## config.mk

```make
export PLATFORM = sky130hd
export DESIGN_NAME = mipi_csi_rx_packet_decoder_gen
export DESIGN_NICKNAME = d
export VERILOG_FILES = /design/src/rtl/mipi_csi_rx_packet_decoder_gen.sv
export SDC_FILE = /design/constraint.sdc
export NUM_CORES = 1
export LEC_CHECK = 0
export CAP_MARGIN = 20
export CORE_UTILIZATION = 25
export CTS_BUF_LIST = sky130_fd_sc_hd__clkbuf_8
export DETAILED_ROUTE_END_ITERATION = 10
export SLEW_MARGIN = 10
export SYNTH_ARGS = -nofsm -noshare
export SYNTH_HDL_FRONTEND = slang
export SYNTH_SLANG_ARGS = --single-unit
export TNS_END_PERCENT = 10
```

## constraint.sdc

```tcl
create_clock -name clk_i -period 3.9 [get_ports clk_i]
set_clock_uncertainty 0.05 [all_clocks]
set_input_delay 0.39 -clock clk_i [delete_from_list [all_inputs] [get_ports clk_i]]
set_output_delay 0.39 -clock clk_i [all_outputs]
set_load 0.05 [all_outputs]
```

## src/rtl/mipi_csi_rx_packet_decoder_gen.sv

```systemverilog
// mipi_csi_rx_packet_decoder_gen: CSI-2 header/ECC check, VC/DT filter, short-packet strobes, payload stripping
module mipi_csi_rx_packet_decoder_gen #(
    parameter int          LANES          = 4,
    parameter int          MIPI_GEAR      = 8,
    parameter logic [15:0] DT_ACCEPT_MASK = 16'h3C00
) (
    input  logic               clk_i,
    input  logic               reset_n_i,
    input  logic [3:0]         vc_mask_i,
    input  logic               data_valid_i,
    input  logic [8*LANES-1:0] data_i,
    output logic [8*LANES-1:0] data_o,
    output logic               output_valid_o,
    output logic [LANES-1:0]   byte_en_o,
    output logic               packet_last_o,
    output logic [5:0]         packet_type_o,
    output logic [1:0]         vc_o,
    output logic [15:0]        packet_length_o,
    output logic               frame_start_o,
    output logic               frame_end_o,
    output logic               line_start_o,
    output logic               line_end_o,
    output logic               ecc_err_o,
    output logic               trunc_err_o
);
    localparam int W  = 8 * LANES;
    localparam int NW = 4 / LANES;

    if (!(LANES == 1 || LANES == 2 || LANES == 4) || MIPI_GEAR != 8) begin : g_bad_cfg
        $error("LANES must be 1, 2 or 4 and MIPI_GEAR must be 8");
    end

    typedef enum logic [1:0] {IDLE, HDR, PAYLOAD, DRAIN} state_t;

    state_t           state, state_nx;
    logic [1:0]       cnt, cnt_nx;
    logic [15:0]      rem, rem_nx;
    logic [31:0]      h;
    logic [5:0]       dt;
    logic [1:0]       vc;
    logic [15:0]      wc;
    logic             hdr_done, ecc_bad, vc_ok, short_ok, long_ok, pay, last;
    logic [LANES-1:0] be;
    logic [3:0]       strb;
    logic [5:0]       meta_dt;
    logic [1:0]       meta_vc;
    logic [15:0]      meta_wc;
    logic             s1_v, s1_last, s1_ecc, s1_trunc;
    logic [LANES-1:0] s1_be;
    logic [W-1:0]     s1_data;
    logic [3:0]       s1_strb;

    function automatic logic [5:0] hdr_ecc(input logic [23:0] d);
        hdr_ecc = {^(d & 24'hEFFC00), ^(d & 24'hDF03F0), ^(d & 24'hB8E38E),
                   ^(d & 24'h749A6D), ^(d & 24'hF2555B), ^(d & 24'hF12CB7)};
    endfunction

    // h is the full 4-byte header whenever the current word completes it
    if (LANES == 4) begin : g_hdr_word
        assign h = data_i;
    end else begin : g_hdr_shift
        logic [31-W:0] hdr;
        assign h = {data_i, hdr};
        always_ff @(posedge clk_i or negedge reset_n_i)
            if (!reset_n_i) hdr <= '0;
            else if (data_valid_i) hdr <= h[31:W];
    end

    assign dt       = h[5:0];
    assign vc       = h[7:6];
    assign wc       = h[23:8];
    assign hdr_done = data_valid_i && (state == IDLE || state == HDR) && cnt == 2'(NW - 1);
    assign ecc_bad  = h[31:24] != {2'b00, hdr_ecc(h[23:0])};
    assign vc_ok    = vc_mask_i[vc];
    assign short_ok = hdr_done && !ecc_bad && dt[5:4] == 2'b00 && vc_ok;
    assign long_ok  = hdr_done && !ecc_bad && vc_ok && dt[5:4] == 2'b10 && DT_ACCEPT_MASK[dt[3:0]] && wc != 16'd0;
    assign strb     = (short_ok && dt[3:2] == 2'b00) ? 4'b0001 << dt[1:0] : 4'b0000;
    assign pay      = state == PAYLOAD && data_valid_i;
    assign last     = rem <= 16'(LANES);

    // lanes below the remaining byte count are valid; all ones until the final word
    always_comb begin
        be = '0;
        for (int i = 0; i < LANES; i++) be[i] = rem > 16'(i);
    end

    always_comb begin
        state_nx = state;
        cnt_nx   = cnt;
        rem_nx   = rem;
        if (!data_valid_i) begin
            state_nx = IDLE;
            cnt_nx   = '0;
        end else if (hdr_done) begin
            state_nx = long_ok ? PAYLOAD : DRAIN;
            cnt_nx   = '0;
            rem_nx   = wc;
        end else if (state == IDLE || state == HDR) begin
            state_nx = HDR;
            cnt_nx   = cnt + 2'd1;
        end else if (state == PAYLOAD) begin
            state_nx = last ? DRAIN : PAYLOAD;
            rem_nx   = last ? 16'd0 : rem - 16'(LANES);
        end
    end

    always_ff @(posedge clk_i or negedge reset_n_i) begin
        if (!reset_n_i) begin
            state           <= IDLE;
            cnt             <= '0;
            rem             <= '0;
            meta_dt         <= '0;
            meta_vc         <= '0;
            meta_wc         <= '0;
            s1_v            <= 1'b0;
            s1_last         <= 1'b0;
            s1_be           <= '0;
            s1_data         <= '0;
            s1_strb         <= '0;
            s1_ecc          <= 1'b0;
            s1_trunc        <= 1'b0;
            data_o          <= '0;
            output_valid_o  <= 1'b0;
            byte_en_o       <= '0;
            packet_last_o   <= 1'b0;
            packet_type_o   <= '0;
            vc_o            <= '0;
            packet_length_o <= '0;
            frame_start_o   <= 1'b0;
            frame_end_o     <= 1'b0;
            line_start_o    <= 1'b0;
            line_end_o      <= 1'b0;
            ecc_err_o       <= 1'b0;
            trunc_err_o     <= 1'b0;
        end else begin
            state    <= state_nx;
            cnt      <= cnt_nx;
            rem      <= rem_nx;
            if (long_ok) {meta_dt, meta_vc, meta_wc} <= {dt, vc, wc};
            s1_v     <= pay;
            s1_last  <= pay && last;
            s1_be    <= be;
            s1_data  <= data_i;
            s1_strb  <= strb;
            s1_ecc   <= hdr_done && ecc_bad;
            s1_trunc <= state == PAYLOAD && !data_valid_i;
            data_o         <= s1_data;
            output_valid_o <= s1_v;
            byte_en_o      <= s1_v ? s1_be : '0;
            packet_last_o  <= s1_last;
            frame_start_o  <= s1_strb[0];
            frame_end_o    <= s1_strb[1];
            line_start_o   <= s1_strb[2];
            line_end_o     <= s1_strb[3];
            ecc_err_o      <= s1_ecc;
            trunc_err_o    <= s1_trunc;
            if (s1_v) begin
                packet_type_o   <= meta_dt;
                vc_o            <= meta_vc;
                packet_length_o <= meta_wc;
            end
        end
    end
endmodule
```

Yosys cells after proc, flatten, opt, wreduce, memory -nomap -nowiden --
Memories as Yosys holds them, arrays and structs flattened. Cells that the tools add are included.
Word-level totals: register bits after elaboration 156, ROM bits 16, input port bits 39, logic and storage cells 92, memories kept 1
Memories:
- (no name shown) | words 16, width 1, rd ports 1, clocked after Yosys merged registers in 0, wr ports 0, line 76 | assign long_ok = hdr_done && !ecc_bad && vc_ok && dt[5:4] == 2'b10 && DT_ACCEPT_MASK[dt[3:0]] && wc != 16'd0;
Cells by class: add/subtract/negate cells 2, order comparisons 7, equality and inequality tests 7, shift-type cells 1, mux-type cells 18, reduce and logical (&&, ||, !) cells 30
Operators by type and width (number):
- $reduce_xor A24 Y1 | 6
- $mux W16 | 4
- $gt A16 B1 Y1 const B | 2
- $gt A16 B2 Y1 const B | 2
- $le A16 B3 Y1 const B | 1
- $reduce_bool A16 Y1 | 1
- $sub A16 B3 Y16 const B | 1
- $logic_and A1 B1 Y1 | 14
- $mux W2 | 7
- $logic_not A2 Y1 | 4
- $mux W4 | 2
- $ne A8 B6 Y1 | 1
- $lt A4 B5 Y1 const B | 1
- $eq A2 B2 Y1 const B | 2
- $mux W1 | 4
- $ne A4 B1 Y1 const B | 1
- $shl A1 B2 Y4 const A | 1
- $lt A2 B3 Y1 const B | 1
- $ne A3 B1 Y1 const B | 1
- $reduce_and A3 Y1 | 1
- $add A2 B1 Y2 const B | 1
- $bmux W1 S2 | 1
- $eq A2 B1 Y1 const B | 1
- $logic_not A1 Y1 | 2
- other kinds (3) | 3

Depth between registers and ports, before layout --
Gate-level depths: netlist of run 1.
depth after elaboration 12, gate-level depth with buffers 9

Worst setup path before layout of run 1 --
No wires, ideal clock.
kind input to register, start in data_i[8], end reg meta_wc[10], setup time 125 ps, data arrival time 2681 ps, required time 3725 ps, path slack 1044 ps, cell stages on the path 9, path through inv_1 ha_1 xnor2_1 xnor3_1 nor3_1 o2111ai_1 nor4_4 buf_6 mux2_2
Between the ends: cells in the longest elaborated chain, start to end 8
Ends and longest elaborated chain:
- start: declaration | line 11 | input logic [8*LANES-1:0] data_i,
- $reduce_xor A24 Y1 (on tied branches) | line 55, 54
- $ne A8 B6 Y1 | line 73 | assign ecc_bad = h[31:24] != {2'b00, hdr_ecc(h[23:0])};
- $logic_not A1 Y1 | line 76
- $logic_and A1 B1 Y1 (4 in series) | line 76
- $logic_and A1 B1 Y1 (*) | line 76
- end signal: assignment | line 139 | if (long_ok) {meta_dt, meta_vc, meta_wc} <= {dt, vc, wc};
- end: declaration | line 47 | logic [15:0] meta_wc;
Mark *: on every way between the ends. The rest lies on a longest branch, timed or not. A chain may end at the register's enable or synchronous reset.

Worst setup path after layout of run 1 --
start in data_i[9], end reg meta_dt[1]
Between the ends: cells in the longest elaborated chain, start to end 8
Ends and longest elaborated chain:
- $reduce_xor A24 Y1 (on tied branches) | line 55, 54
- $ne A8 B6 Y1 | line 73
- $logic_not A1 Y1 | line 76
- $logic_and A1 B1 Y1 (4 in series) | line 76
- $logic_and A1 B1 Y1 (*) | line 76
- end signal: assignment | line 139
- end: declaration | line 45 | logic [5:0] meta_dt;
Marks and branches as above.

==> results.ini, run 1 <==
[run_status]
status=finished clean

[logic_synthesis]
syn_nets=481
ys_types=40
ys_seq_elements=156
ys_seq_area_share_pct=64.93
yosysWarnings=0
async_reset_ff_share_pct=100.0
synth_edf_count=0
synth.avg_cell_area_um2=14.15
synthCells=425
syn_area_um2=6012
ys.flop_type=dfrtp_1

[critical_path]
cp_slowest_stage_delay_ns=0.58
crit_start=data_i[9]
path_cells=clkdlybuf4s50_1 -> inv_1 -> ha_1 -> xnor2_1 -> xnor3_1 -> nor3_1 -> o2111ai_1 -> nor4_4 -> buf_4 -> mux2_2
startpoint_type=input pin
required_ns=4.18
crit_path_top_delay_cell=clkdlybuf4s50_1
regToRegStartpoint=rem[4]$_DFFE_PN0P_
crit_type=in2reg
cp.arrival_ns=3.51
path_max_fanout=14
worst_setup_path_end_kind=flop

[placed_design]
portBuffers=106
dp_hpwl_mm=10.26
place_congestion=0.8568

[clock_network]
ctsHoldBuffers=1
clk_pin_slew_ns=0.08
clk_latency_ns=0.45
post-cts-setup-buffers=0
cts-htree-levels=4
cts_buffers=17
cts_tree=done
cts_root_buf=clkbuf_8
cts_resized=0
clockBufferDepth=2
cts.sink_count=156

[final_layout]
utilization_pct=33.75
area_delta_synth_final_pct=32.17
n_antenna_cell=0
final_common_cell=dfrtp_1
final_cell_mix=dfrtp_1 (156), clkdlybuf4s50_1 (105), mux2_2 (46)
drive_gt1_share_pct=18.66
layout.nets=611

[route]
post_drt_wl_per_cell_um=15.90
route.vias.total=3749
avgViaCountPerCell=4.227
drc=0
routed_wl_mm=14.11
first_pass_iters=5
first_iter_violations=250
ant_nets=0

[global_routing]
antenna_found_initial=0
grt_max_degree=88
grt_pass1_vias=3937
grt_pass1_wl_mm=22.34
gr-total-overflow=0
grt_usage_pct=12.22

[die]
die_height_um=157.1
coreArea_um2=23540
die_w_um=157.1
die_area_um2=24670
fp-row-count=56
ioPinCount=107
initial_core_util_pct=25.54

[sta]
finalSetupTns_ns=0
final-setup-viol-count=0
slew_headroom_pct=47.72
fin_crit_ns=3.235
final-hold-violation-count=0
finalCritPeriodShare_pct=82.94
rsz0062_at_grt=no
drv_slew=0
tightest_slew_ns=0.7771
max_freq_mhz=309.2

[pwr]
total_power_mw=3.418
vdd_drop_max_mv=0.2078
p_per_area_nw_per_um2=430.1
power.leakage_nw=3.559

[worst_hold_path]
min_from=s1_data[22]$_DFF_PN0_
min_path_type=reg2reg

[run]
maxCapViolations=0

path summary, 6_finish.rpt:
check                           cells after the start                endpoint  slack [ns]
max in group asynchronous                           3   s1_data[13]$_DFF_PN0_        2.45
min in group asynchronous                           2     data_o[0]$_DFF_PN0_        0.46
worst max register to register                      6     rem[15]$_DFFE_PN0P_        1.16
worst max-delay path                               10  meta_dt[1]$_DFFE_PN0P_        0.67
worst min register to register                      0    data_o[22]$_DFF_PN0_        0.30
worst min-delay path                                0    data_o[22]$_DFF_PN0_        0.30
critical path: cells and delay by family:
kind,cells,cell delay (ns)
XOR/XNOR,2,0.57
AO/OA/AOI/OAI,1,0.27
multiplexers,1,0.36
adder cells (fa/ha/maj),1,0.34
buffers and inverters,3,0.98
AND/OR/NAND/NOR,2,0.59
report_power, final:
group          internal (mW)  switching, mW  total (mW)
registers               1.68         0.0502        1.73
clock network          0.552          0.630        1.18
logic                  0.221          0.281       0.502
cells in the mapped netlist (all sizes together), types with 2 or more instances:
master / count / area share [%]
mux2: 47 / 8.8
o21ai: 11 / 0.92
ha: 17 / 3.5
xnor3: 7 / 2.6
clkbuf: 9 / 0.56
nor4: 6 / 0.87
nor3: 14 / 1.4
mux2i: 2 / 0.33
nor2: 14 / 0.87
buf: 3 / 0.44
a211oi: 4 / 0.50
o2111ai: 2 / 0.29
nand2: 9 / 0.56
nor2b: 2 / 0.21
o22ai: 5 / 0.52
a21oi: 14 / 1.2
inv: 28 / 1.7
and2: 9 / 0.94
xnor2: 29 / 4.2
nand4: 3 / 0.31
nor4b: 3 / 0.44
nand3: 5 / 0.42
xor2: 5 / 0.73
and3: 2 / 0.21
dfrtp: 156 / 65
or2: 3 / 0.31
or3: 8 / 0.92
kinds of logic after synthesis:
logic type,synth area share (%)
buffers and inverters,2.747
muxes,9.511
DFF,64.93
xor gates and xnor gates,7.575
and+or+nand+nor,7.679
AOI/OAI and AO/OA,4.017
adders and majority gates,3.538
metrics by stage:
step                cell area, µm²  std cells  setup WS, ns  hold slack, ns
floorplan                     6012        425         1.044         0.04441
global placement              7546        854        0.3445          0.2832
detailed placement            7546        854        0.2170          0.2847
CTS                           7946        887        0.6843          0.2954
global route                  7946        887        0.4773          0.3038
finish                        7946        887        0.6654          0.2950
layout make-up:
cell class	count	area [µm²]
fillers	2338	15600
inverters	28	105.1
flip-flops and latches	156	3904
multi-input cells	229	1943
well taps	319	399.1
clock inverters	13	128.9
clock buffers	19	261.5
repair buffers	123	1205
flip-flops by register name, indices dropped and copies added (netlist names), 2 cells and up:
| name | cells |
|---|---|
| data_o | 32 |
| s1_data | 32 |
| meta_wc | 16 |
| packet_length_o | 16 |
| rem | 16 |
| meta_dt | 6 |
| packet_type_o | 6 |
| byte_en_o | 4 |
| s1_be | 4 |
| s1_strb | 4 |
| cnt | 2 |
| meta_vc | 2 |
| state | 2 |
| vc_o | 2 |
layer usage:
| layer | vias to the layer above | routed length (µm) | global-route usage [%] | part of all wire, % |
|---|---|---|---|---|
| met4 | 0 | 130 | 3.560 | 0.92 |
| met5 | - | 0 | 0 | 0 |
| li1 | 1716 | - | - | - |
| met1 | 1884 | 6811 | 17.12 | 48 |
| met3 | 13 | 904 | 3.579 | 6.4 |
| met2 | 136 | 6260 | 18.18 | 44 |
(Power assumes the default switching activity.)
==> inputs of run 2 (changes only) <==
==> constraint.sdc (replaced) <==
create_clock -name clk_i -period 3.28 [get_ports clk_i]
set_clock_uncertainty 0.05 [all_clocks]
set_input_delay 0.328 -clock clk_i [delete_from_list [all_inputs] [get_ports clk_i]]
set_output_delay 0.328 -clock clk_i [all_outputs]
set_load 0.05 [all_outputs]
==> results.ini, run 2 (same netlist as run 1, synthesis figures left out) <==
[sta]
drv_slew=0
max_freq_mhz=322.8
tightest_slew_ns=0.7567
rsz0062_at_grt=no
finalCritPeriodShare_pct=94.45
final-hold-violation-count=0
slew_headroom_pct=49.09
fin_crit_ns=3.098
final-setup-viol-count=0

[route]
first_pass_iters=4
avgViaCountPerCell=4.150
post_drt_wl_per_cell_um=15.11
routed_wl_mm=13.83
route.vias.total=3797
drc=0
ant_nets=0
first_iter_violations=244

[clock_network]
clk_pin_slew_ns=0.08
cts_buffers=17
cts-htree-levels=4
cts.sink_count=156
cts_root_buf=clkbuf_8
cts_tree=done
clockBufferDepth=2
clk_latency_ns=0.45
ctsHoldBuffers=1
cts_resized=0
post-cts-setup-buffers=0

[critical_path]
worst_setup_path_end_kind=flop
path_max_fanout=6
required_ns=3.55
crit_type=in2reg
cp_slowest_stage_delay_ns=0.54
startpoint_type=input pin
crit_path_top_delay_cell=clkdlybuf4s50_1
cp.arrival_ns=3.37
path_cells=clkdlybuf4s50_1 -> inv_1 -> ha_1 -> xnor2_1 -> xnor3_1 -> nor3_1 -> o2111ai_1 -> nor4_4 -> buf_4 -> mux2_2

[global_routing]
grt_pass1_vias=3895
grt_usage_pct=11.82
grt_max_degree=69
grt_pass1_wl_mm=21.78
gr-total-overflow=0
antenna_found_initial=0

[final_layout]
layout.nets=639
fillers=2344
final_cell_mix=dfrtp_1 (156), clkdlybuf4s50_1 (105), mux2_2 (46)
stdcell_count=915
finalInstanceArea_um2=8149
n_antenna_cell=0
area_delta_synth_final_pct=35.55
drive_gt1_share_pct=21.98
reg.largest.list=data_o (32), s1_data (32)
final_common_cell=dfrtp_1

[placed_design]
place_congestion=0.8290
dp_hpwl_mm=10.36
dp.cells=882
post_dp_cell_area_um2=7769
portBuffers=106

[die]
ioPinCount=107
coreArea_um2=23540
initial_core_util_pct=25.54
fp-row-count=56
die_height_um=157.1
die_area_um2=24670
die_w_um=157.1

[pwr]
power.leakage_nw=3.702
vdd_drop_max_mv=0.1957
p_per_area_nw_per_um2=495.1

[run]
maxCapViolations=0

[worst_hold_path]
min_path_type=reg2reg

[run_status]
status=finished clean

run 2: cell types whose count changed in the layout (fill, tap and decap cells not counted), moves of 2 or more:
| cell | previous run | this run |
|---|---|---|
| clkinvlp_4 | 4 | 2 |
| inv_6 | 5 | 3 |
| buf_4 | 15 | 42 |
| clkinv_4 | 1 | 4 |
| inv_1 | 28 | 31 |
run 2: through the flow:
stage / utilization (%) / setup WS (ns) / setup TNS (ns) / hold WS [ns] / power (mW)
floorplan: - / 0.4860 / 0 / -0.01759 / 2.447
CTS: 34.61 / 0.2326 / 0 / 0.2853 / 4.084
finish: 34.61 / 0.1822 / 0 / 0.2987 / 4.035
detailed placement: 33.00 / -0.2365 / -5.100 / 0.2847 / 2.737
global route: 34.61 / 0.1741 / 0 / 0.2856 / 4.225
global placement: 33.00 / -0.09826 / -2.093 / 0.2824 / 2.721
run 2: worst paths after layout:
check	slack, ns	from	depth (start not counted)	end
min	0.30	s1_data[19]$_DFF_PN0_	0	data_o[19]$_DFF_PN0_
min in group asynchronous	0.37	reset_n_i	2	byte_en_o[0]$_DFF_PN0_
max reg2reg	0.55	rem[4]$_DFFE_PN0P_	6	rem[15]$_DFFE_PN0P_
min reg2reg	0.30	s1_data[19]$_DFF_PN0_	0	data_o[19]$_DFF_PN0_
max in group asynchronous	2.02	reset_n_i	3	data_o[20]$_DFF_PN0_
max	0.18	data_i[8]	10	meta_wc[0]$_DFFE_PN0P_
run 2: cell type report:
type	count	area, µm²	share of cell area [%]
Tap cell	319	399.1	4.898
Sequential cell	156	3904	47.90
Multi-Input combinational cell	229	1943	23.84
Inverter	28	105.1	1.290
Timing Repair Buffer	151	1428	17.52
Clock buffer	18	247.7	3.040
Clock inverter	14	122.6	1.505
run 2: power breakdown:
group	switching (mW)	leakage (nW)	total [mW]	internal, mW
Clock	0.716	0.194	1.34	0.621
Sequential	0.0592	1.96	2.06	2.00
Combinational	0.343	1.55	0.636	0.292
run 2: worst max-delay path, delay by kind of cell:
family / cells / cell delay (ns)
AO/OA/AOI/OAI: 1 / 0.25
multiplexers: 1 / 0.34
AND/OR/NAND/NOR: 2 / 0.66
buffers and inverters: 3 / 0.85
XOR/XNOR: 2 / 0.62
adder cells (fa/ha/maj): 1 / 0.32
run 2: per-layer routing:
layer / global-route usage (%) / up-vias / wire length, µm
li1: - / 1780 / -
met2: 17.27 / 119 / 6056
met5: 0 / - / 0
met4: 2.265 / 0 / 51
met3: 3.717 / 7 / 809
met1: 17.11 / 1891 / 6907
